<file path="src/rtl/cpu_mem_arbiter_if.sv">
// Bus bundle between the CPU/external requesters, the arbiter and the
// memory controller. The master modport is the arbiter's view; slave is
// the view of everything around it (requesters and memory).
interface cpu_mem_arbiter_if;
   logic        i_read_req;
   logic        i_read_w;
   logic        i_read_hw;
   logic [31:0] i_read_adr;
   logic        d_read_req;
   logic        d_read_w;
   logic        d_read_hw;
   logic [31:0] d_read_adr;
   logic        d_write_req;
   logic        d_write_w;
   logic        d_write_hw;
   logic [31:0] d_write_adr;
   logic [31:0] d_write_data;
   logic        read_valid;
   logic [31:0] read_data;
   logic        write_finish;
   logic        ext_req;
   logic        ext_we;
   logic [31:0] ext_adr;
   logic [31:0] ext_wdata;
   logic        ext_done;
   logic [31:0] ext_rdata;
   logic        mem_req;
   logic        mem_we;
   logic        mem_w;
   logic        mem_hw;
   logic [31:0] mem_adr;
   logic [31:0] mem_wdata;
   logic        mem_rvalid;
   logic [31:0] mem_rdata;
   logic        mem_wdone;
   logic        bus_err;
   logic [31:0] bus_err_adr;
   logic [1:0]  owner;

   modport master (
      input  i_read_req, i_read_w, i_read_hw, i_read_adr,
      input  d_read_req, d_read_w, d_read_hw, d_read_adr,
      input  d_write_req, d_write_w, d_write_hw, d_write_adr, d_write_data,
      input  ext_req, ext_we, ext_adr, ext_wdata,
      input  mem_rvalid, mem_rdata, mem_wdone,
      output read_valid, read_data, write_finish,
      output ext_done, ext_rdata,
      output mem_req, mem_we, mem_w, mem_hw, mem_adr, mem_wdata,
      output bus_err, bus_err_adr, owner
   );

   modport slave (
      output i_read_req, i_read_w, i_read_hw, i_read_adr,
      output d_read_req, d_read_w, d_read_hw, d_read_adr,
      output d_write_req, d_write_w, d_write_hw, d_write_adr, d_write_data,
      output ext_req, ext_we, ext_adr, ext_wdata,
      output mem_rvalid, mem_rdata, mem_wdone,
      input  read_valid, read_data, write_finish,
      input  ext_done, ext_rdata,
      input  mem_req, mem_we, mem_w, mem_hw, mem_adr, mem_wdata,
      input  bus_err, bus_err_adr, owner
   );
endinterface

</file>
<file path="src/rtl/cpu_mem_arbiter.sv">
// Single-port memory arbiter: CPU ifetch / data read / data write plus one
// external master, one transaction at a time with a response timeout.
module cpu_mem_arbiter #(
   parameter int unsigned TMO_CYC = 255,
   parameter int unsigned TMO_W   = 8
) (
   input  logic              clk,
   input  logic              rst,
   cpu_mem_arbiter_if.master bus
);
   localparam logic [1:0] S_IDLE = 2'd0;
   localparam logic [1:0] S_WAIT = 2'd1;
   localparam logic [1:0] S_DONE = 2'd2;

   localparam logic [1:0] OWN_NONE = 2'd0;
   localparam logic [1:0] OWN_IF   = 2'd1;
   localparam logic [1:0] OWN_CD   = 2'd2;
   localparam logic [1:0] OWN_EXT  = 2'd3;

   localparam logic [TMO_W-1:0] TMO_LIM = TMO_W'(TMO_CYC);

   logic [1:0]       r_state;
   logic [1:0]       r_owner;
   logic             r_rr;        // 0: CPU wins a tie, 1: EXT wins a tie
   logic [TMO_W-1:0] r_cnt;
   logic             r_mem_req;
   logic             r_mem_we;
   logic             r_mem_w;
   logic             r_mem_hw;
   logic [31:0]      r_mem_adr;
   logic [31:0]      r_mem_wdata;
   logic             r_read_valid;
   logic [31:0]      r_read_data;
   logic             r_write_finish;
   logic             r_ext_done;
   logic [31:0]      r_ext_rdata;
   logic             r_bus_err;
   logic [31:0]      r_bus_err_adr;

   logic             w_cpu_any;
   logic             w_any;
   logic             w_pick_ext;
   logic [1:0]       w_g_owner;
   logic             w_g_we;
   logic             w_g_w;
   logic             w_g_hw;
   logic [31:0]      w_g_adr;
   logic [31:0]      w_g_wdata;
   logic             w_resp;
   logic             w_tmo;
   logic [TMO_W-1:0] w_cnt_inc;

   // Pick the winning requester and the command it would issue
   always_comb begin
      w_cpu_any  = bus.d_write_req | bus.d_read_req | bus.i_read_req;
      w_any      = w_cpu_any | bus.ext_req;
      w_pick_ext = bus.ext_req & (~w_cpu_any | r_rr);
      w_g_owner  = OWN_IF;
      w_g_we     = 1'b0;
      w_g_w      = bus.i_read_w;
      w_g_hw     = bus.i_read_hw;
      w_g_adr    = bus.i_read_adr;
      w_g_wdata  = '0;
      if (w_pick_ext) begin
         w_g_owner = OWN_EXT;
         w_g_we    = bus.ext_we;
         w_g_w     = 1'b1;
         w_g_hw    = 1'b0;
         w_g_adr   = bus.ext_adr;
         w_g_wdata = bus.ext_wdata;
      end else if (bus.d_write_req) begin
         w_g_owner = OWN_CD;
         w_g_we    = 1'b1;
         w_g_w     = bus.d_write_w;
         w_g_hw    = bus.d_write_hw;
         w_g_adr   = bus.d_write_adr;
         w_g_wdata = bus.d_write_data;
      end else if (bus.d_read_req) begin
         w_g_owner = OWN_CD;
         w_g_w     = bus.d_read_w;
         w_g_hw    = bus.d_read_hw;
         w_g_adr   = bus.d_read_adr;
      end
      // both size bits set means word
      if (w_g_w) w_g_hw = 1'b0;
   end

   // Response of the matching type, and timeout when no response arrives
   always_comb begin
      w_resp    = r_mem_we ? bus.mem_wdone : bus.mem_rvalid;
      w_cnt_inc = r_cnt + 1'b1;
      w_tmo     = ~w_resp & (w_cnt_inc == TMO_LIM);
   end

   // Transaction FSM with all outputs registered
   always_ff @(posedge clk or posedge rst) begin
      if (rst) begin
         r_state        <= S_IDLE;
         r_owner        <= OWN_NONE;
         r_rr           <= 1'b0;
         r_cnt          <= '0;
         r_mem_req      <= 1'b0;
         r_mem_we       <= 1'b0;
         r_mem_w        <= 1'b0;
         r_mem_hw       <= 1'b0;
         r_mem_adr      <= '0;
         r_mem_wdata    <= '0;
         r_read_valid   <= 1'b0;
         r_read_data    <= '0;
         r_write_finish <= 1'b0;
         r_ext_done     <= 1'b0;
         r_ext_rdata    <= '0;
         r_bus_err      <= 1'b0;
         r_bus_err_adr  <= '0;
      end else begin
         r_mem_req      <= 1'b0;
         r_read_valid   <= 1'b0;
         r_write_finish <= 1'b0;
         r_ext_done     <= 1'b0;
         r_bus_err      <= 1'b0;
         case (r_state)
            S_IDLE: begin
               if (w_any) begin
                  r_state     <= S_WAIT;
                  r_owner     <= w_g_owner;
                  r_rr        <= ~w_pick_ext;
                  r_cnt       <= '0;
                  r_mem_req   <= 1'b1;
                  r_mem_we    <= w_g_we;
                  r_mem_w     <= w_g_w;
                  r_mem_hw    <= w_g_hw;
                  r_mem_adr   <= w_g_adr;
                  r_mem_wdata <= w_g_wdata;
               end
            end
            S_WAIT: begin
               if (w_resp | w_tmo) begin
                  r_state <= S_DONE;
                  if (r_owner == OWN_EXT) begin
                     r_ext_done <= 1'b1;
                     if (!r_mem_we) r_ext_rdata <= w_resp ? bus.mem_rdata : '0;
                  end else if (r_mem_we) begin
                     r_write_finish <= 1'b1;
                  end else begin
                     r_read_valid <= 1'b1;
                     r_read_data  <= w_resp ? bus.mem_rdata : '0;
                  end
                  if (w_tmo) begin
                     r_bus_err     <= 1'b1;
                     r_bus_err_adr <= r_mem_adr;
                  end
               end else begin
                  r_cnt <= w_cnt_inc;
               end
            end
            default: begin
               r_state <= S_IDLE;
               r_owner <= OWN_NONE;
            end
         endcase
      end
   end

   assign bus.mem_req      = r_mem_req;
   assign bus.mem_we       = r_mem_we;
   assign bus.mem_w        = r_mem_w;
   assign bus.mem_hw       = r_mem_hw;
   assign bus.mem_adr      = r_mem_adr;
   assign bus.mem_wdata    = r_mem_wdata;
   assign bus.read_valid   = r_read_valid;
   assign bus.read_data    = r_read_data;
   assign bus.write_finish = r_write_finish;
   assign bus.ext_done     = r_ext_done;
   assign bus.ext_rdata    = r_ext_rdata;
   assign bus.bus_err      = r_bus_err;
   assign bus.bus_err_adr  = r_bus_err_adr;
   assign bus.owner        = r_owner;
endmodule

</file>
<file path="src/flat_wrapper.sv">
// flat-port wrapper written by rule: the top's interface ports become plain ports
module cpu_mem_arbiter_flat 
#(
   parameter int unsigned TMO_CYC = 255,
   parameter int unsigned TMO_W   = 8
)
  (clk, rst, bus_i_read_req, bus_i_read_w, bus_i_read_hw, bus_i_read_adr, bus_d_read_req, bus_d_read_w, bus_d_read_hw, bus_d_read_adr, bus_d_write_req, bus_d_write_w, bus_d_write_hw, bus_d_write_adr, bus_d_write_data, bus_ext_req, bus_ext_we, bus_ext_adr, bus_ext_wdata, bus_mem_rvalid, bus_mem_rdata, bus_mem_wdone, bus_read_valid, bus_read_data, bus_write_finish, bus_ext_done, bus_ext_rdata, bus_mem_req, bus_mem_we, bus_mem_w, bus_mem_hw, bus_mem_adr, bus_mem_wdata, bus_bus_err, bus_bus_err_adr, bus_owner);
  cpu_mem_arbiter_if bus_i ();
  input  logic clk;
  input  logic rst;
  input wire logic [$bits(bus_i.i_read_req)-1:0] bus_i_read_req;
  input wire logic [$bits(bus_i.i_read_w)-1:0] bus_i_read_w;
  input wire logic [$bits(bus_i.i_read_hw)-1:0] bus_i_read_hw;
  input wire logic [$bits(bus_i.i_read_adr)-1:0] bus_i_read_adr;
  input wire logic [$bits(bus_i.d_read_req)-1:0] bus_d_read_req;
  input wire logic [$bits(bus_i.d_read_w)-1:0] bus_d_read_w;
  input wire logic [$bits(bus_i.d_read_hw)-1:0] bus_d_read_hw;
  input wire logic [$bits(bus_i.d_read_adr)-1:0] bus_d_read_adr;
  input wire logic [$bits(bus_i.d_write_req)-1:0] bus_d_write_req;
  input wire logic [$bits(bus_i.d_write_w)-1:0] bus_d_write_w;
  input wire logic [$bits(bus_i.d_write_hw)-1:0] bus_d_write_hw;
  input wire logic [$bits(bus_i.d_write_adr)-1:0] bus_d_write_adr;
  input wire logic [$bits(bus_i.d_write_data)-1:0] bus_d_write_data;
  input wire logic [$bits(bus_i.ext_req)-1:0] bus_ext_req;
  input wire logic [$bits(bus_i.ext_we)-1:0] bus_ext_we;
  input wire logic [$bits(bus_i.ext_adr)-1:0] bus_ext_adr;
  input wire logic [$bits(bus_i.ext_wdata)-1:0] bus_ext_wdata;
  input wire logic [$bits(bus_i.mem_rvalid)-1:0] bus_mem_rvalid;
  input wire logic [$bits(bus_i.mem_rdata)-1:0] bus_mem_rdata;
  input wire logic [$bits(bus_i.mem_wdone)-1:0] bus_mem_wdone;
  output wire logic [$bits(bus_i.read_valid)-1:0] bus_read_valid;
  output wire logic [$bits(bus_i.read_data)-1:0] bus_read_data;
  output wire logic [$bits(bus_i.write_finish)-1:0] bus_write_finish;
  output wire logic [$bits(bus_i.ext_done)-1:0] bus_ext_done;
  output wire logic [$bits(bus_i.ext_rdata)-1:0] bus_ext_rdata;
  output wire logic [$bits(bus_i.mem_req)-1:0] bus_mem_req;
  output wire logic [$bits(bus_i.mem_we)-1:0] bus_mem_we;
  output wire logic [$bits(bus_i.mem_w)-1:0] bus_mem_w;
  output wire logic [$bits(bus_i.mem_hw)-1:0] bus_mem_hw;
  output wire logic [$bits(bus_i.mem_adr)-1:0] bus_mem_adr;
  output wire logic [$bits(bus_i.mem_wdata)-1:0] bus_mem_wdata;
  output wire logic [$bits(bus_i.bus_err)-1:0] bus_bus_err;
  output wire logic [$bits(bus_i.bus_err_adr)-1:0] bus_bus_err_adr;
  output wire logic [$bits(bus_i.owner)-1:0] bus_owner;
  assign bus_i.i_read_req = bus_i_read_req;
  assign bus_i.i_read_w = bus_i_read_w;
  assign bus_i.i_read_hw = bus_i_read_hw;
  assign bus_i.i_read_adr = bus_i_read_adr;
  assign bus_i.d_read_req = bus_d_read_req;
  assign bus_i.d_read_w = bus_d_read_w;
  assign bus_i.d_read_hw = bus_d_read_hw;
  assign bus_i.d_read_adr = bus_d_read_adr;
  assign bus_i.d_write_req = bus_d_write_req;
  assign bus_i.d_write_w = bus_d_write_w;
  assign bus_i.d_write_hw = bus_d_write_hw;
  assign bus_i.d_write_adr = bus_d_write_adr;
  assign bus_i.d_write_data = bus_d_write_data;
  assign bus_i.ext_req = bus_ext_req;
  assign bus_i.ext_we = bus_ext_we;
  assign bus_i.ext_adr = bus_ext_adr;
  assign bus_i.ext_wdata = bus_ext_wdata;
  assign bus_i.mem_rvalid = bus_mem_rvalid;
  assign bus_i.mem_rdata = bus_mem_rdata;
  assign bus_i.mem_wdone = bus_mem_wdone;
  assign bus_read_valid = bus_i.read_valid;
  assign bus_read_data = bus_i.read_data;
  assign bus_write_finish = bus_i.write_finish;
  assign bus_ext_done = bus_i.ext_done;
  assign bus_ext_rdata = bus_i.ext_rdata;
  assign bus_mem_req = bus_i.mem_req;
  assign bus_mem_we = bus_i.mem_we;
  assign bus_mem_w = bus_i.mem_w;
  assign bus_mem_hw = bus_i.mem_hw;
  assign bus_mem_adr = bus_i.mem_adr;
  assign bus_mem_wdata = bus_i.mem_wdata;
  assign bus_bus_err = bus_i.bus_err;
  assign bus_bus_err_adr = bus_i.bus_err_adr;
  assign bus_owner = bus_i.owner;
  cpu_mem_arbiter #(.TMO_CYC(TMO_CYC), .TMO_W(TMO_W)) u_core (.clk(clk), .rst(rst), .bus(bus_i));
endmodule
</file>
<file path="config.mk">
export PLATFORM = sky130hd
export DESIGN_NAME = cpu_mem_arbiter_flat
export DESIGN_NICKNAME = d
export VERILOG_FILES = /design/src/rtl/cpu_mem_arbiter_if.sv /design/src/rtl/cpu_mem_arbiter.sv /design/src/flat_wrapper.sv
export SDC_FILE = /design/constraint.sdc
export NUM_CORES = 1
export LEC_CHECK = 0
export BUFFER_PORTS_ARGS = -buffer_cell sky130_fd_sc_hd__buf_4
export CAP_MARGIN = 15
export CORE_AREA = 2 2 158 160
export DETAILED_ROUTE_END_ITERATION = 6
export DIE_AREA = 0 0 160 162
export GPL_ROUTABILITY_DRIVEN = 0
export PLACE_DENSITY = 0.63
export REMOVE_ABC_BUFFERS = 1
export SLEW_MARGIN = 20
export SYNTH_ARGS = -nofsm -noshare
export SYNTH_HDL_FRONTEND = slang
export SYNTH_SLANG_ARGS = --single-unit
</file>
<file path="constraint.sdc">
create_clock -name clk -period 8.18 [get_ports clk]
set_input_delay 1.227 -clock clk [delete_from_list [all_inputs] [get_ports clk]]
set_output_delay 1.227 -clock clk [all_outputs]
set_load 0.03 [all_outputs]
</file>
==> results.py <==
metrics = {
    "outcome": {
        "status": "finished, final reports clean",
    },
    "worst_setup_path": {
        "ff2ff_path_depth": 6,
        "crit_path_top_delay_cell": "clkinv_2",
        "worstPathRequired_ns": 8.49,
        "path_class": "input pin to flip-flop",
        "arrival_ns": 4.66,
        "cpPeakStageDelay_ns": 1.00,
        "crit_top_cell": "buf_4",
        "r2r_slack_ns": 4.79,
        "path_buf_inv": 3,
        "crit_chain": "buf_4 > nor4_1 > or3_2 > clkinv_2 > nand2_1 > buf_4 > nor2_1 > a221o_1",
        "start_kind": "input pin",
        "worstPathMaxFanout": 72,
        "r2r_start": "u_core.r_state[1]",
        "endpoint_kind": "flip-flop",
        "critPathTopFamily": "buffers and inverters",
        "reg2reg_to": "u_core.bus.mem_adr[10]",
    },
    "cells_and_area": {
        "area_growth_pct": 47.6,
        "antenna_cells": 0,
        "fillers": 2274,
        "design_area_mm2": 0.0120,
        "drive_gt1_share_pct": 44.4,
        "final_nets": 1349,
    },
    "clocking": {
        "cts.sinks": 181,
        "clock_latency_ns": 0.44,
        "hold_buffers": 0,
        "path_clk_slew_ns": 0.07,
        "cts-root-buf": "clkbuf_16",
        "max-clock-path-buffers": 2,
        "cts-resized-gates": 0,
        "h-tree-depth": 4,
        "cts_tree": "done",
        "cts_post_setup_buffers_inserted": 0,
        "cts-buffers-inserted": 17,
    },
    "logic_synthesis": {
        "async_flop_share_pct": 100,
        "synth_warnings": 0,
        "yosysTopAreaCellShare_pct": 55.7,
        "synth.avg_cell_area_um2": 11.2,
        "synth_edf_count": 0,
        "synthTopCellsByArea": "dfrtp_1 56%, a22o_1 7.0%, mux2_4 5.4%",
        "ys.flop_type": "dfrtp_1",
        "ys_seq_elements": 181,
        "synthDistinctLibCells": 41,
        "synth_seq_area_share_pct": 55.7,
        "synth_largest_area_cell": "dfrtp_1",
        "postSynthCellCount": 728,
        "synth_area_mm2": 0.00813,
    },
    "floorplanning": {
        "coreArea_mm2": 0.0241,
        "num_rows": 57,
        "initial_core_util_pct": 33.7,
        "die_h_um": 162,
        "chipWidth_um": 160,
        "die-area_mm2": 0.0259,
        "pin_count": 409,
    },
    "detailed_routing": {
        "ant_nets": 0,
        "num_vias": 7269,
        "first_pass_iters": 5,
        "wl_um": 27100,
        "vias_per_cell": 5.03,
        "initialDrtViolationCount": 419,
        "post_drt_wl_per_cell_um": 18.8,
        "drc": 0,
    },
    "sta": {
        "worst_slack_ns": 3.83,
        "max_slew_margin_pct": 37.9,
        "drv_slew": 0,
        "finalSetupViolations": 0,
        "tns_ns": 0,
        "post-route-min-period_ns": 4.35,
        "tightestPinTransition_ns": 0.931,
        "hold_viol_final": 0,
        "min_period_over_period_pct": 53.2,
        "rsz0062_at_grt": "false",
        "fin_worst_skew_ns": 0.0185,
        "timing.fmax_ghz": 0.230,
    },
    "pwr": {
        "p_per_area_mw_per_mm2": 362,
        "p_total_mw": 4.34,
        "p_leak_nw": 6.06,
        "peakVddDrop_mv": 0.158,
    },
    "place": {
        "port_buffers": 408,
        "placed_area_mm2": 0.0114,
        "dp_hpwl_um": 19600,
        "place_ws_ns": 3.70,
    },
    "hold_path": {
        "min_path_type": "flip-flop to flip-flop",
        "hold_start": "u_core.bus.mem_hw",
        "hold_path_end": "u_core.bus.mem_hw",
        "hold-path-cell-count": 2,
    },
    "grt": {
        "track_usage_pct": 20.7,
        "antenna_found_initial": 0,
        "overflow": 0,
        "grt_pass1_vias": 7310,
        "grt_max_degree": 81,
        "grt_pass1_wl_um": 41700,
    },
    "flow_run": {
        "max_cap_violations": 0,
    },
}
==> kinds of logic after synthesis <==
family,share of synthesized area (%)
multiplexers,10.6
AO/OA/AOI/OAI,17.6
AND/OR/NAND/NOR,11.9
XOR/XNOR,0.108
buffers and inverters,3.82
adder cells (fa/ha/maj),0.308
flip-flops,55.7
==> power breakdown <==
group	total, mW	internal, mW	switching, mW
Sequential	1.46	1.23	0.235
Combinational	2.08	0.807	1.27
Clock	0.801	0.413	0.388
Total	4.34	2.45	1.89
==> cells in the final DEF, fill, tap and decap left out, drive strengths merged <==
cell and instances:
o31ai 1, clkinvlp 3, clkinv 3, xnor2 1
nand4 2, nand3 43, and3 1, o21ai 8
o211ai 3, a21oi 35, nor3 6, a22o 65
inv 12, nor4 2, a31oi 34, buf 420
a221o 32, nor2b 4, ha 2, a211oi 1
nor2 108, clkbuf 19, nand2b 1, o2bb2ai 1
nor3b 2, a21o 6, mux2i 37, dfrtp 181
nand2 50, mux2 34, or3 3, o21a 1
==> layer usage <==
metal	part of all wire [%]	wire, µm	global-route usage (%)
met5	0	0	0
met3	7.5	2030	5.72
met1	42	11300	26.3
met2	49	13400	35.0
met4	1.7	448	5.36
==> per-stage QoR <==
step | utilization [%] | std cells | hold WS (ns)
after floorplan | - | 669 | 0.490
after global placement | 47.4 | 1413 | 0.467
after detailed placement | 47.4 | 1413 | 0.471
after CTS | 49.8 | 1445 | 0.488
after global routing | 49.8 | 1445 | 0.507
final | 49.8 | 1445 | 0.485
==> synth_stat cells, drive strengths merged (2+ instances only) <==
cell type and count:
nor2 108, ha 2, a31oi 34, a221o 32
nor3b 2, mux2 34, a22o 65, or3 3
nand2 50, inv 5, dfrtp 181, buf 23
nor2b 4, mux2i 37, o211ai 3, nor4 2
nor3 6, nand3 43, a21o 6, o21ai 8
a21oi 35, nand4 2, clkbuf 36
==> worst register-to-register path, stage by stage (launching register included) <==
cell	delay, ns
dfrtp_1	0.47
or3_2	0.76
clkinv_2	1.01
nand2_1	0.25
buf_4	0.38
nor2_1	0.13
a221o_1	0.28
==> cell type report <==
class	count	area (µm²)	share of cell area (%)
sequential	181	4530	37.8
multi-input combinational	483	3310	27.6
clock inverter	13	128	1.06
inverter	5	25.0	0.209
clock buffer	19	443	3.69
tap	324	405	3.38
timing repair buffer	420	3150	26.3
==> registers in the layout, indices dropped and copies added, names as in the netlist, 2 cells and up <==
signal	cells
u_core.bus.read_data	32
u_core.bus.mem_adr	32
u_core.r_state	2
u_core.bus.bus_err_adr	32
u_core.bus.mem_wdata	32
u_core.bus.owner	2
u_core.bus.ext_rdata	32
u_core.r_cnt	8
==> how the worst max path moves through the flow <==
stage,cells after the start,to,start
2_1_floorplan,1,u_core.bus.bus_err,rst
3_3_place_gp,8,u_core.bus.mem_adr[20],bus_d_write_req
4_1_cts,8,u_core.bus.mem_adr[10],bus_d_write_req
5_1_grt,8,u_core.bus.mem_adr[7],bus_d_write_req
6_report,8,u_core.bus.mem_adr[10],bus_d_write_req
3_5_place_dp,8,u_core.bus.mem_adr[10],bus_d_write_req
Note: power is estimated with default switching activity, not from simulation.
